===== config.mk =====
export PLATFORM = sky130hd
export DESIGN_NAME = bus_source_encoder
export DESIGN_NICKNAME = d
export VERILOG_FILES = /design/src/rtl/bus_pkg.sv /design/src/rtl/rr_priority_pick.sv /design/src/rtl/bus_source_encoder.sv
export SDC_FILE = /design/constraint.sdc
export NUM_CORES = 1
export LEC_CHECK = 0
export ABC_AREA = 1
export BUFFER_PORTS_ARGS = -buffer_cell sky130_fd_sc_hd__buf_2
export CORE_ASPECT_RATIO = 1.5
export CORE_UTILIZATION = 40
export DETAILED_ROUTE_END_ITERATION = 6
export REMOVE_ABC_BUFFERS = 1
export SYNTH_ARGS = -nofsm -noshare
export SYNTH_HDL_FRONTEND = slang
export SYNTH_HIERARCHICAL = 1
export SYNTH_SLANG_ARGS = --single-unit

===== constraint.sdc =====
create_clock -name clock -period 3.75 [get_ports clock]
set_input_delay 0.1875 -clock clock [delete_from_list [all_inputs] [get_ports clock]]
set_output_delay 0.1875 -clock clock [all_outputs]
set_load 0.03 [all_outputs]

===== src/rtl/bus_pkg.sv =====
// bus_pkg: shared bus geometry and the source index map for the datapath bus.
// Contents: N_SRC/SEL_W constants, src_idx_t, SRC_* indices (24..31 reserved).
package bus_pkg;
    localparam int N_SRC = 32;
    localparam int SEL_W = 5;
    typedef logic [SEL_W-1:0] src_idx_t;
    localparam src_idx_t SRC_R0     = 5'd0;
    localparam src_idx_t SRC_R1     = 5'd1;
    localparam src_idx_t SRC_R2     = 5'd2;
    localparam src_idx_t SRC_R3     = 5'd3;
    localparam src_idx_t SRC_R4     = 5'd4;
    localparam src_idx_t SRC_R5     = 5'd5;
    localparam src_idx_t SRC_R6     = 5'd6;
    localparam src_idx_t SRC_R7     = 5'd7;
    localparam src_idx_t SRC_R8     = 5'd8;
    localparam src_idx_t SRC_R9     = 5'd9;
    localparam src_idx_t SRC_R10    = 5'd10;
    localparam src_idx_t SRC_R11    = 5'd11;
    localparam src_idx_t SRC_R12    = 5'd12;
    localparam src_idx_t SRC_R13    = 5'd13;
    localparam src_idx_t SRC_R14    = 5'd14;
    localparam src_idx_t SRC_R15    = 5'd15;
    localparam src_idx_t SRC_HI     = 5'd16;
    localparam src_idx_t SRC_LO     = 5'd17;
    localparam src_idx_t SRC_ZHI    = 5'd18;
    localparam src_idx_t SRC_ZLO    = 5'd19;
    localparam src_idx_t SRC_PC     = 5'd20;
    localparam src_idx_t SRC_MDR    = 5'd21;
    localparam src_idx_t SRC_INPORT = 5'd22;
    localparam src_idx_t SRC_CSIGN  = 5'd23;
endpackage


===== src/rtl/rr_priority_pick.sv =====
// rr_priority_pick: combinational pick of the first set request at or after ptr, wrapping.
// Ports: req_i requests, ptr_i search start, idx_o winner index, any_o some request set.
module rr_priority_pick import bus_pkg::*; #(
    parameter int N = N_SRC,
    parameter int W = SEL_W
) (
    input  logic [N-1:0] req_i,
    input  logic [W-1:0] ptr_i,
    output logic [W-1:0] idx_o,
    output logic         any_o
);
    logic [N-1:0] rot;
    logic [W-1:0] off;
    always_comb begin
        // Rotate so ptr lands at bit 0, find lowest set bit, then add ptr back (wraps mod N).
        rot = N'({req_i, req_i} >> ptr_i);
        off = '0;
        for (int i = N - 1; i >= 0; i--)
            if (rot[i]) off = W'(i);
        idx_o = off + ptr_i;
        any_o = |req_i;
    end
endmodule


===== src/rtl/bus_source_encoder.sv =====
// bus_source_encoder: one-hot bus source requests to registered mux select with arbitration, lock and conflict count.
// Ports: clock, clear (sync active-high), req, lock in; sel, grant, valid, conflict, conflict_cnt out (all registered).
// Build option: BUS_ENC_RR_EN selects round-robin; otherwise fixed priority (lowest index wins).
module bus_source_encoder import bus_pkg::*; #(
    parameter int N_SRC = bus_pkg::N_SRC,
    parameter int SEL_W = bus_pkg::SEL_W,
    parameter int CNT_W = 8
) (
    input  logic             clock,
    input  logic             clear,
    input  logic [N_SRC-1:0] req,
    input  logic             lock,
    output logic [SEL_W-1:0] sel,
    output logic [N_SRC-1:0] grant,
    output logic             valid,
    output logic             conflict,
    output logic [CNT_W-1:0] conflict_cnt
);
    logic [SEL_W-1:0] sel_q, sel_d, win, ptr_q;
    logic [N_SRC-1:0] grant_q, grant_d;
    logic             valid_q, valid_d, conflict_q, conflict_d, any, hold;
    logic [CNT_W-1:0] cnt_q, cnt_d;

    rr_priority_pick #(.N(N_SRC), .W(SEL_W)) u_pick (
        .req_i(req),
        .ptr_i(ptr_q),
        .idx_o(win),
        .any_o(any)
    );

    // Lock only holds a grant that already exists and whose holder is still requesting.
    assign hold = lock && valid_q && req[sel_q];

    always_comb begin
        grant_d    = hold ? grant_q : (any ? N_SRC'(1) << win : '0);
        sel_d      = (hold || !any) ? sel_q : win;
        valid_d    = hold || any;
        conflict_d = (req & (req - N_SRC'(1))) != '0;
        cnt_d      = (conflict_d && !(&cnt_q)) ? cnt_q + CNT_W'(1) : cnt_q;
    end

    always_ff @(posedge clock) begin
        if (clear) begin
            sel_q      <= '0;
            grant_q    <= '0;
            valid_q    <= 1'b0;
            conflict_q <= 1'b0;
            cnt_q      <= '0;
        end else begin
            sel_q      <= sel_d;
            grant_q    <= grant_d;
            valid_q    <= valid_d;
            conflict_q <= conflict_d;
            cnt_q      <= cnt_d;
        end
    end

`ifdef BUS_ENC_RR_EN
    logic [SEL_W-1:0] ptr_d;
    assign ptr_d = (any && !hold) ? win + SEL_W'(1) : ptr_q;
    always_ff @(posedge clock) begin
        if (clear) ptr_q <= '0;
        else       ptr_q <= ptr_d;
    end
`else
    assign ptr_q = '0;
`endif

    assign sel          = sel_q;
    assign grant        = grant_q;
    assign valid        = valid_q;
    assign conflict     = conflict_q;
    assign conflict_cnt = cnt_q;
endmodule

== Word level (Yosys, flattened, before mapping) ==
Index checks and enable logic that the tools add are counted.
W data, S select, Z words.

* Multiplexer cells: 35
* Bitwise gates (word level): 1
* Magnitude comparators: 1
* Add/subtract/negate cells: 2
* Reductions and logical operators: 10
* Shift operators: 1

{| class="wikitable"
|+ Operator list
! kind !! count
|-
| $mux W5 || 32
|-
| $and A32 B32 Y32 || 1
|-
| $mux W32 || 1
|-
| $reduce_bool A32 Y1 || 1
|-
| $reduce_or A32 Y1 || 1
|-
| $shl A1 B5 Y32 const A || 1
|-
| $sub A32 B1 Y32 const B || 1
|-
| $add A8 B1 Y8 const B || 1
|-
| $reduce_and A8 Y1 || 1
|-
| $lt A5 B6 Y1 const B || 1
|-
| $bmux W1 S5 || 1
|-
| $logic_and A1 B1 Y1 || 3
|-
| $logic_not A1 Y1 || 2
|-
| $logic_or A1 B1 Y1 || 2
|-
| $mux W1 || 1
|}

* Register bits: 47
* Output and inout bits: 47

== Logic depth before layout (Yosys ltp) ==
Gate-level depths: netlist of run 1.

* Word-level depth: 34
* Gate-level depth with buffers: 52

== By module ==
The synthesis of run 1 kept the hierarchy.

{| class="wikitable"
|+ By module, submodules not included
! module !! sequential area each (µm²) !! area an instance (µm²) !! cells each !! times used
|-
| bus_source_encoder || 940.9 || 3231.8 || 524 || 1
|-
| rr_priority_pick || 0.0 || 2552.4 || 534 || 1
|}

== Worst setup path after synthesis of run 1 ==
Ideal clock, no wire load.

* Path type: in2reg
* From: in req[30]
* To: reg grant_q[12] (netlist: grant[12])
* Required time: 3680 ps
* Library setup time: 70 ps
* Cell stages on the path: 43
* Arrival time: 2930 ps
* Slack: 749 ps
* Path through: nand2_1 > nand3_1 > nand3_1 > nand3_1 > nand2_1 > nand2_1 > nand2_2 > nand2_1 > nand2_1 > nand2_1 > nand2_1 > nand2_1 > nand2_1 > nand2_1 > nand2_1 > nand2_1 > nand2_1 > nand2_1 > [... 7 more ...] > nand2_1 > nand2_1 > nand2_1 > nand2_1 > nand2_1 > nand2_1 > nand2_1 > nand2_1 > nand2_1 > nand2_1 > nand2_1 > a21oi_2 > ha_1 > nor2_1 > nand3_1 > nor3_1 > nand2_1 > a21oi_1

* Cells in the longest elaborated chain, start to end: 33
* Elaborated cells on any way between the ends: 37
* Classes of those cells: shift: 1; mux: 34; reduce/logical: 2

{| class="wikitable"
|+ Ends and longest elaborated chain
! what !! RTL line !! text
|-
| from (decl) || bus_source_encoder.sv:11 || <nowiki>input logic [N_SRC-1:0] req,</nowiki>
|-
| $mux W5 (31 in series) || rr_priority_pick.sv:19 || <nowiki>if (rot[i]) off = W'(i);</nowiki>
|-
| named net win[0] || bus_source_encoder.sv:19 || <nowiki>logic [SEL_W-1:0] sel_q, sel_d, win, ptr_q;</nowiki>
|-
| $shl A1 B5 Y32 || bus_source_encoder.sv:35 || <nowiki>grant_d = hold ? grant_q : (any ? N_SRC'(1) << win : '0);</nowiki>
|-
| $mux W32 || bus_source_encoder.sv:35 ||
|-
| to (signal assigned) || bus_source_encoder.sv:51 || <nowiki>grant_q <= grant_d;</nowiki>
|-
| to (decl) || bus_source_encoder.sv:20 || <nowiki>logic [N_SRC-1:0] grant_q, grant_d;</nowiki>
|}

The timed path passes the listed nets, and every way through them passes these cells. The select of a mux whose other input is x is not followed.
A chain may end at the register's enable or synchronous reset.

== Final worst setup path of run 1 ==
* From: in req[26]
* To: reg grant_q[27] (netlist: grant[27])

* Cells in the longest elaborated chain, start to end: 29
* Elaborated cells on any way between the ends: 33
* Classes of those cells: shift: 1; mux: 30; reduce/logical: 2

{| class="wikitable"
|+ Ends and longest elaborated chain
! what !! RTL line
|-
| $mux W5 (27 in series) || rr_priority_pick.sv:19
|-
| named net win[0] || bus_source_encoder.sv:19
|-
| $shl A1 B5 Y32 || bus_source_encoder.sv:35
|-
| $mux W32 || bus_source_encoder.sv:35
|}

The timed path passes the listed nets, and every way through them passes these cells. The select of a mux whose other input is x is not followed.

==> reports/qor.txt, run 1 <==
Syn-to-layout area delta - 13.1%
Synth Area per Inst - 5.47 um2
sequential fraction of the synthesis area - 16.3%
status - finished clean
diode count - 0
Reg2Reg Setup Slack - 1.21 ns
Rows - 53
number of global-route vias before repair - 6493
Die X - 100 um
Min Hold Slack - 0.493 ns
Slew Viols, Final - 0
port bufs - 81
Least-Margin Pin Slew - 0.964 ns
setup_tns - 0 ns
Yosys warnings - 6
TritonCTS Sinks - 47
clock latency on the worst-skew pair - 0.28 ns
Leakage Power - 0.00302 uW
H-tree levels - 2
Fill cells - 1651
number of synthesized register bits - 47
post-route DRC violation count - 0
cells after synthesis - 1058
slowest CP cell - ha_4
number of max-cap violations - 0
dominant synthesized flop cell - dfxtp_1
Period minus WS final - 3.32 ns
largest net degree at the start of global routing - 48
wire length of the first global-routing pass - 31400 um
max incr delay on CP - 0.21 ns
Async S/R FF share, synth - 0%
arrival time of the worst setup path - 3.53 ns
Setup Fix Bufs, Post-CTS - 0
Core Footprint - 14100 um2
via count - 7138
R2R Path End - sel[0]$_SDFFE_PP0N_
Ports - 82
# nets final - 1161
Detailed Routing Iterations Pass 1 - 5
crit path max fanout - 4
clk_skew - 0.00677 ns
FF-to-FF path depth - 14
PD cells - 296 nW/um2
clock slew at reported path FFs - 0.07 ns
Final Cell Area - 6540 um2
critical path startpoint - req[26]
routed wire length - 19400 um
CTS tree - yes
CP endpoint - grant[27]$_SDFFE_PP0N_
final hold violation count - 0
Peak VDD IR - 0.000214 V
DP Area - 6300 um2
Root Driver - clkbuf_16
Final Setup Violations - 0
Post-DP HPWL - 15000 um
CP most frequent cell - nand2_1
WP depth - 43
Mapped Area - 5780 um2
RePlAce Congestion - 0.945
Final Cycle Share - 88.6%
Die H - 149 um
Setup crit end kind - flip-flop
layout cells sized above 1 - 15.7%
Relative slew margins - 35.6%
Max Buffers Root-to-Sink - 2
Num CTS Buffers - 5
Global Route Usage Sum - 26.0%
initial core utilization - 41.1%
CP startpoint kind - primary input
Crit path max-delay family - simple AND/OR/NAND/NOR gates
critical path data required time - 3.96 ns
Buf/Inv on CP - 2
vias per inst - 5.44
HP Class - reg -> reg
Crit Reg-Reg Startpoint - sel[0]$_SDFFE_PP0N_
gr ovfl total - 0
critical path class - in -> reg
post-route antenna net violation count - 0
Post-CTS Hold Buffers - 0
Post-synth EDFFs - 0
DIE AREA - 15000 um2
DR iter-0 viols - 388
RSZ-0062 raised after global routing - false
Routed wire per std cell - 14.8 um
antenna violations before repair - 0
Synth cell types - 45
Fmax achieved - 301 MHz
[metrics by stage]
stage	util, %	total power (uW)	worst slack (ns)	instances
after floorplan	-	1160	0.713	1012
after global placement	44.8	1420	0.0199	1305
after detailed placement	44.8	1430	0.0379	1305
after CTS	45.9	1880	0.322	1313
after global routing	46.5	2070	0.0122	1313
final	46.5	1930	0.428	1313
[sequential cells by signal (all words and copies together), names as in the netlist]
signal,flops
conflict_cnt,8
valid,1
conflict,1
grant,32
sel,5
[synthesized netlist by cell type (2+ instances only)]
cell,instances,share of area [%]
a21oi_1,58,5.0
a31oi_1,13,1.4
buf_1,6,0.39
buf_2,25,2.2
buf_4,5,0.65
buf_6,6,1.2
clkbuf_1,19,1.2
dfxtp_1,47,16
ha_1,5,1.1
inv_1,59,3.8
inv_2,5,0.32
inv_4,2,0.22
mux2i_1,3,0.52
nand2_1,332,22
nand2_2,15,1.6
nand2_4,2,0.39
nand3_1,174,15
nand3_2,9,1.6
nand3b_1,2,0.26
nand4_1,38,4.1
nor2_1,95,6.2
nor2_2,5,0.54
nor2_4,3,0.58
nor3_1,35,3.0
nor4_1,8,0.87
o211ai_1,6,0.78
o21ai_0,43,3.7
o21ai_1,11,0.95
o21ai_2,2,0.30
or2_2,2,0.22
xnor2_1,4,0.61
xor2_1,6,0.91
[cell usage in the layout, fill, tap and decap left out, types with 3 or more instances in the layout]
| cell type | n |
|---|---|
| buf_4 | 20 |
| xor2_1 | 5 |
| buf_2 | 81 |
| inv_1 | 58 |
| nor3_2 | 3 |
| nor2_4 | 5 |
| nand3_2 | 13 |
| nand3_1 | 170 |
| clkbuf_16 | 5 |
| a31oi_1 | 13 |
| a21oi_1 | 57 |
| nand4_1 | 38 |
| o211ai_1 | 6 |
| nor2_1 | 92 |
| xnor2_1 | 4 |
| nor4_1 | 8 |
| o21ai_0 | 43 |
| mux2i_1 | 3 |
| nand2_1 | 329 |
| nor3_1 | 32 |
| o21ai_1 | 11 |
| nand2_2 | 18 |
| nor2_2 | 6 |
| inv_2 | 6 |
| ha_1 | 4 |
| conb_1 | 17 |
| dfxtp_1 | 47 |
[power breakdown]
group          internal, uW  switching, uW  leakage [uW]
logic                   279            652       0.00256
clock network           266            187     0.0000731
registers               524           25.8      0.000382
[worst min path at each step]
stage / startpoint / endpoint / slack (ns) / cells past startpoint
after floorplan: clear / conflict_cnt[0]$_SDFFE_PP0P_ / 0.26 / 1
after global placement: grant[17]$_SDFFE_PP0N_ / grant[17]$_SDFFE_PP0N_ / 0.48 / 2
after detailed placement: grant[9]$_SDFFE_PP0N_ / grant[9]$_SDFFE_PP0N_ / 0.48 / 2
after CTS: grant[9]$_SDFFE_PP0N_ / grant[9]$_SDFFE_PP0N_ / 0.50 / 2
after global routing: grant[18]$_SDFFE_PP0N_ / grant[18]$_SDFFE_PP0N_ / 0.52 / 2
final: grant[18]$_SDFFE_PP0N_ / grant[18]$_SDFFE_PP0N_ / 0.49 / 2
[tightest hold or removal path, stage by stage, from the launching register on]
cell	delay, ns
dfxtp_1	0.31
nand4_1	0.08
a21oi_1	0.06
[kinds of logic (layout without fill, tap and decap cells)]
kind of cell	Yosys count	after routing	share of synthesized area, %
adder cells (fa/ha/maj)	6	6	1.43
buffers and inverters	128	175	10.2
flip-flops	47	47	16.3
AND/OR/NAND/NOR	724	724	56.9
XOR/XNOR	10	10	1.51
other	1	17	0.0648
AO/OA/AOI/OAI	139	139	13.1
multiplexers	3	3	0.519
[routing by layer]
| layer | share of wire (%) | routed length [um] | GRT usage (%) |
|---|---|---|---|
| met1 | 40 | 7860 | 29.8 |
| met2 | 52 | 10100 | 48.0 |
| met3 | 3.6 | 693 | 2.25 |
| met4 | 4.0 | 784 | 11.7 |
| met5 | 0 | 0 | 0 |
[area by class of cell]
class / count / area [um2] / area share (%)
sequential: 47 / 941 / 14.4
clock inverter: 2 / 16.3 / 0.249
inverter: 66 / 253 / 3.86
timing repair buffer: 101 / 556 / 8.49
clock buffer: 6 / 139 / 2.12
multi-input combinational: 899 / 4400 / 67.2
tap: 192 / 240 / 3.67
[timing repair]
item	in CTS	in global routing
resized for setup	0	20
endpoints found under the setup margin	0	32
endpoints found under the hold margin	0	0
Power figures use the tool's default switching activity.
==> run 2, diff against run 1 <==
Settings changed: BUFFER_PORTS_ARGS -buffer_cell sky130_fd_sc_hd__buf_2 to default, DONT_BUFFER_PORTS from default to 1.
==> run 2 against run 1 <==
Effect of this change: clock skew shrank 0.00050 ns; combinational power shrank 16%; cell count shrank 7.0%; largest cell class unchanged; die area is the same; critical endpoint is now grant[30]$_SDFFE_PP0N_; design area shrank 8.5%; global-route usage shrank 1.1 points; clock power shrank 4.6%; via count shrank 4.1%; sequential cell count is the same; core utilization shrank 3.9 points; first-iteration DRC count shrank 13%; highest routed layer unchanged.
==> reports/qor.txt, run 2 (synthesis gave the netlist of run 1 again) <==
gr ovfl total - 0
CTS tree - yes
Setup crit end kind - flip-flop
Setup Fix Bufs, Post-CTS - 0
# nets final - 1069
Least-Margin Pin Slew - 0.952 ns
Core Footprint - 14100 um2
hold depth - 2
area occupied by multi-input gates - 4330 um2
Hold Path End - conflict_cnt[7]$_SDFFE_PP0P_
DIE AREA - 15000 um2
crit path max fanout - 5
arrival time of the worst setup path - 3.50 ns
CP startpoint kind - primary input
TritonCTS Sinks - 47
Die X - 100 um
Non-Filler Instances - 1221
Leakage Power - 0.00257 uW
Rows - 53
max incr delay on CP - 0.36 ns
Crit Reg-Reg Startpoint - sel[0]$_SDFFE_PP0N_
Root Driver - clkbuf_16
Die H - 149 um
clk_skew - 0.00627 ns
max reg flops - 32
post-route DRC violation count - 0
H-tree levels - 2
Fill cells - 1676
post-route antenna net violation count - 0
critical path data required time - 3.96 ns
Num CTS Buffers - 5
critical path class - in -> reg
clock slew at reported path FFs - 0.06 ns
final hold violation count - 0
R2R Path End - sel[0]$_SDFFE_PP0N_
Syn-to-layout area delta - 3.48%
Detailed Routing Iterations Pass 1 - 5
slowest CP cell - ha_1
DR iter-0 viols - 337
PD cells - 302 nW/um2
Final Cell Area - 5990 um2
initial core utilization - 41.1%
via count - 6845
HP Class - in -> reg
Global Route Usage Sum - 24.9%
most frequent cells in the layout - 332 x nand2_1, 174 x nand3_1, 92 x nor2_1
Post-DP HPWL - 14300 um
status - finished clean
Reg2Reg Setup Slack - 0.73 ns
clock latency on the worst-skew pair - 0.28 ns
antenna violations before repair - 0
DP Area - 5810 um2
Period minus WS final - 3.29 ns
Final Cycle Share - 87.7%
Max Buffers Root-to-Sink - 2
number of max-cap violations - 0
number of global-route vias before repair - 6227
Slew Viols, Final - 0
Ports - 82
Routed wire per std cell - 15.3 um
placed insts - 1212
Final Core Density - 42.6%
most common cell after layout, fill and taps aside - nand2_1
RePlAce Congestion - 0.925
CP most frequent cell - nand2_1
FF-to-FF path depth - 11
Pwr Total - 1800 uW
diode count - 0
wire length of the first global-routing pass - 30300 um
routed wire length - 18700 um
port bufs - 0
RSZ-0062 raised after global routing - true
Peak VDD IR - 0.000265 V
vias per inst - 5.61
hold wc startpoint - clear
Relative slew margins - 36.5%
Fmax achieved - 304 MHz
Final Setup Violations - 0
FF/Latch Area - 941 um2
layout cells sized above 1 - 6.90%
largest net degree at the start of global routing - 48
run 2: cell count changes in the layout (fill, tap and decap cells not counted), sizes merged:
cell  delta
buf     -92
run 2: final cells by class:
class	count	share of cell area, %
clock buffers	6	2.15
inverters	66	4.22
flip-flops and latches	47	15.7
repair buffers	9	1.34
multi-input cells	899	72.3
well taps	192	4.01
clock inverters	2	0.209
run 2: repair_timing:
action | CTS | global route
gates resized for setup | 0 | 5
hold buffers | 1 | 0
setup endpoints to repair | 0 | 20
endpoints found under the hold margin | 47 | 0
run 2: worst max-delay path: cells and delay by family:
family	cells	cell delay [ns]
AND/OR/NAND/NOR	40	2.74
adder cells (fa/ha/maj)	1	0.36
AO/OA/AOI/OAI	2	0.21
run 2: worst max path at each step:
stage	start	to	slack [ns]	cells after the start
finish	req[30]	grant[30]$_SDFFE_PP0N_	0.46	43
CTS	req[25]	grant[10]$_SDFFE_PP0N_	0.43	38
global route	req[30]	grant[12]$_SDFFE_PP0N_	-0.05	43
global placement	req[25]	grant[26]$_SDFFE_PP0N_	0.14	38
floorplan	req[1]	grant[16]$_SDFFE_PP0N_	0.71	16
detailed placement	req[25]	grant[10]$_SDFFE_PP0N_	0.14	38
run 2: layer usage:
metal | GRT usage [%] | up-vias | part of all wire, %
met2 | 45.2 | 226 | 51
met1 | 28.2 | 3095 | 39
met4 | 12.8 | 0 | 5.1
met5 | 0 | - | 0
met3 | 2.91 | 43 | 4.9
li1 | - | 3481 | -
run 2: where the power goes:
| part | switching, uW | internal [uW] | total (uW) |
|---|---|---|---|
| Sequential | 70.7 | 524 | 594 |
| Clock | 186 | 246 | 432 |
| Combinational | 542 | 237 | 779 |
| Total | 798 | 1010 | 1800 |
run 2: per-stage QoR:
stage | hold WS [ns] | worst slack, ns | TNS [ns]
after floorplan | 0.257 | 0.713 | 0
after global placement | 0.261 | 0.141 | 0
after detailed placement | 0.263 | 0.144 | 0
after CTS | 0.218 | 0.427 | 0
after global routing | 0.224 | -0.0545 | -0.213
final | 0.208 | 0.462 | 0
==> run 3, diff against run 2 <==
Settings changed: CORE_MARGIN from default to 1.5, CORE_UTILIZATION 40 to 35, GPL_TIMING_DRIVEN from default to 0.
==> run 3 against run 2 <==
Effect of this change: sequential cell count unchanged; wire length decreased by 1.1%; clock skew up 0.0010 ns; critical path depth down 1; sequential power increased by 3%; die area rose by 16%; fmax decreased by 0.70%; clock-buffer cell count is 1 higher; critical endpoint is now grant[14]$_SDFFE_PP0N_; highest routed layer unchanged.
==> reports/qor.txt, run 3 (synthesis gave the netlist of run 1 again) <==
Buf/Inv on CP - 0
clk_skew - 0.00731 ns
wire length of the first global-routing pass - 29400 um
critical path class - in -> reg
initial core utilization - 35.7%
Pwr Total - 1800 uW
routed length on met2 - 9080 um
Met3 Wirelength - 1270 um
PD cells - 300 nW/um2
max incr delay on CP - 0.31 ns
CTS tree - yes
critical path startpoint - req[31]
post-route antenna net violation count - 0
slowest CP cell - ha_2
CP most frequent cell - nand2_1
# nets final - 1061
vias per inst - 5.54
Relative slew margins - 29.2%
arrival time of the worst setup path - 3.53 ns
Detailed Routing Iterations Pass 1 - 5
DIE AREA - 17300 um2
HP Class - in -> reg
Syn-to-layout area delta - 3.31%
Max Buffers Root-to-Sink - 2
max reg flops - 32
critical path data required time - 3.97 ns
H-tree levels - 2
Core Footprint - 16200 um2
diode count - 0
Die H - 160 um
number of global-route vias before repair - 5927
DR iter-0 viols - 525
antenna violations before repair - 0
via count - 6795
post-route DRC violation count - 0
Num CTS Buffers - 5
routed wire length - 18500 um
clock slew at reported path FFs - 0.06 ns
RePlAce Congestion - 0.927
Ports - 82
final hold violation count - 0
Crit Reg-Reg Startpoint - sel[0]$_SDFFE_PP0N_
layout cells sized above 1 - 6.27%
Slew Viols, Final - 0
status - finished clean
number of max-cap violations - 0
Fmax achieved - 302 MHz
largest net degree at the start of global routing - 48
Rows - 57
most frequent cells in the layout - 332 x nand2_1, 174 x nand3_1, 93 x nor2_1
Leakage Power - 0.00253 uW
uppermost layer routed - met4
Routed wire per std cell - 15.1 um
Post-DP HPWL - 13800 um
Global Route Usage Sum - 20.8%
Fill cells - 1864
Final Cycle Share - 88.3%
clock latency on the worst-skew pair - 0.29 ns
TritonCTS Sinks - 47
port bufs - 0
gr ovfl total - 0
Period minus WS final - 3.31 ns
Die X - 108 um
most common cell after layout, fill and taps aside - nand2_1
Crit path max-delay family - simple AND/OR/NAND/NOR gates
Final Setup Violations - 0
post-route met1 wirelength - 7590 um
crit path max fanout - 5
Peak VDD IR - 0.000249 V
Root Driver - clkbuf_16
Least-Margin Pin Slew - 1.06 ns
Final Core Density - 36.9%
CP startpoint kind - primary input
hold wc startpoint - clear
Setup crit end kind - flip-flop
==> run 3: worst paths after layout <==
check | end | slack, ns | cells past startpoint
worst min-delay path | grant[25]$_SDFFE_PP0N_ | 0.22 | 2
worst min register to register | conflict_cnt[1]$_SDFFE_PP0P_ | 0.65 | 2
worst max-delay path | grant[14]$_SDFFE_PP0N_ | 0.44 | 42
worst max register to register | sel[2]$_SDFFE_PP0N_ | 0.65 | 10
==> run 3: where the power goes <==
part,switching (uW),internal (uW),total (uW)
Combinational,516,219,735
Sequential,84.6,524,609
Clock,185,267,452
Total,785,1010,1800
==> run 3: stage by stage <==
stage	hold WS, ns	TNS, ns	cell area (um2)	setup WS, ns	instances
6_report	0.216	0	5980	0.439	1227
5_1_grt	0.222	-0.00180	5980	-0.00180	1227
4_1_cts	0.207	0	5940	0.0727	1227
3_5_place_dp	0.264	-8.88	5760	-0.564	1218
3_3_place_gp	0.262	-7.96	5760	-0.515	1218
2_1_floorplan	0.257	0	5510	0.713	1012
==> run 3: layout make-up <==
cell class | count | area (um2) | area share [%]
Sequential cell | 47 | 942 | 15.8
Timing Repair Buffer | 1 | 20.0 | 0.335
Inverter | 66 | 253 | 4.23
Clock buffer | 7 | 143 | 2.39
Tap cell | 206 | 258 | 4.31
Clock inverter | 1 | 8.76 | 0.147
Multi-Input combinational cell | 899 | 4350 | 72.8
==> run 3: repair_timing <==
| action | in CTS | in global routing |
|---|---|---|
| hold buffers | 1 | 0 |
| hold endpoints to repair | 47 | 0 |
| setup buffers | 0 | 0 |
| resized for setup | 1 | 7 |
| setup endpoints to repair | 16 | 38 |
==> run 3: layer usage <==
layer / global-route usage [%] / vias to the layer above
met3: 3.81 / 42
met5: 0 / -
met4: 8.31 / 0
met1: 25.1 / 3048
li1: - / 3470
met2: 35.8 / 235
==> run 3: worst register-to-register path, stage by stage (launching register included) <==
cell and delay [ns]:
dfxtp_2 0.61, inv_2 0.26, a21oi_1 0.20, o21ai_1 0.09, o211ai_1 0.09, nand3_1 0.16
nand3b_2 0.60, nand3_4 0.55, nand2_2 0.26, nand2_1 0.07, a21oi_1 0.15
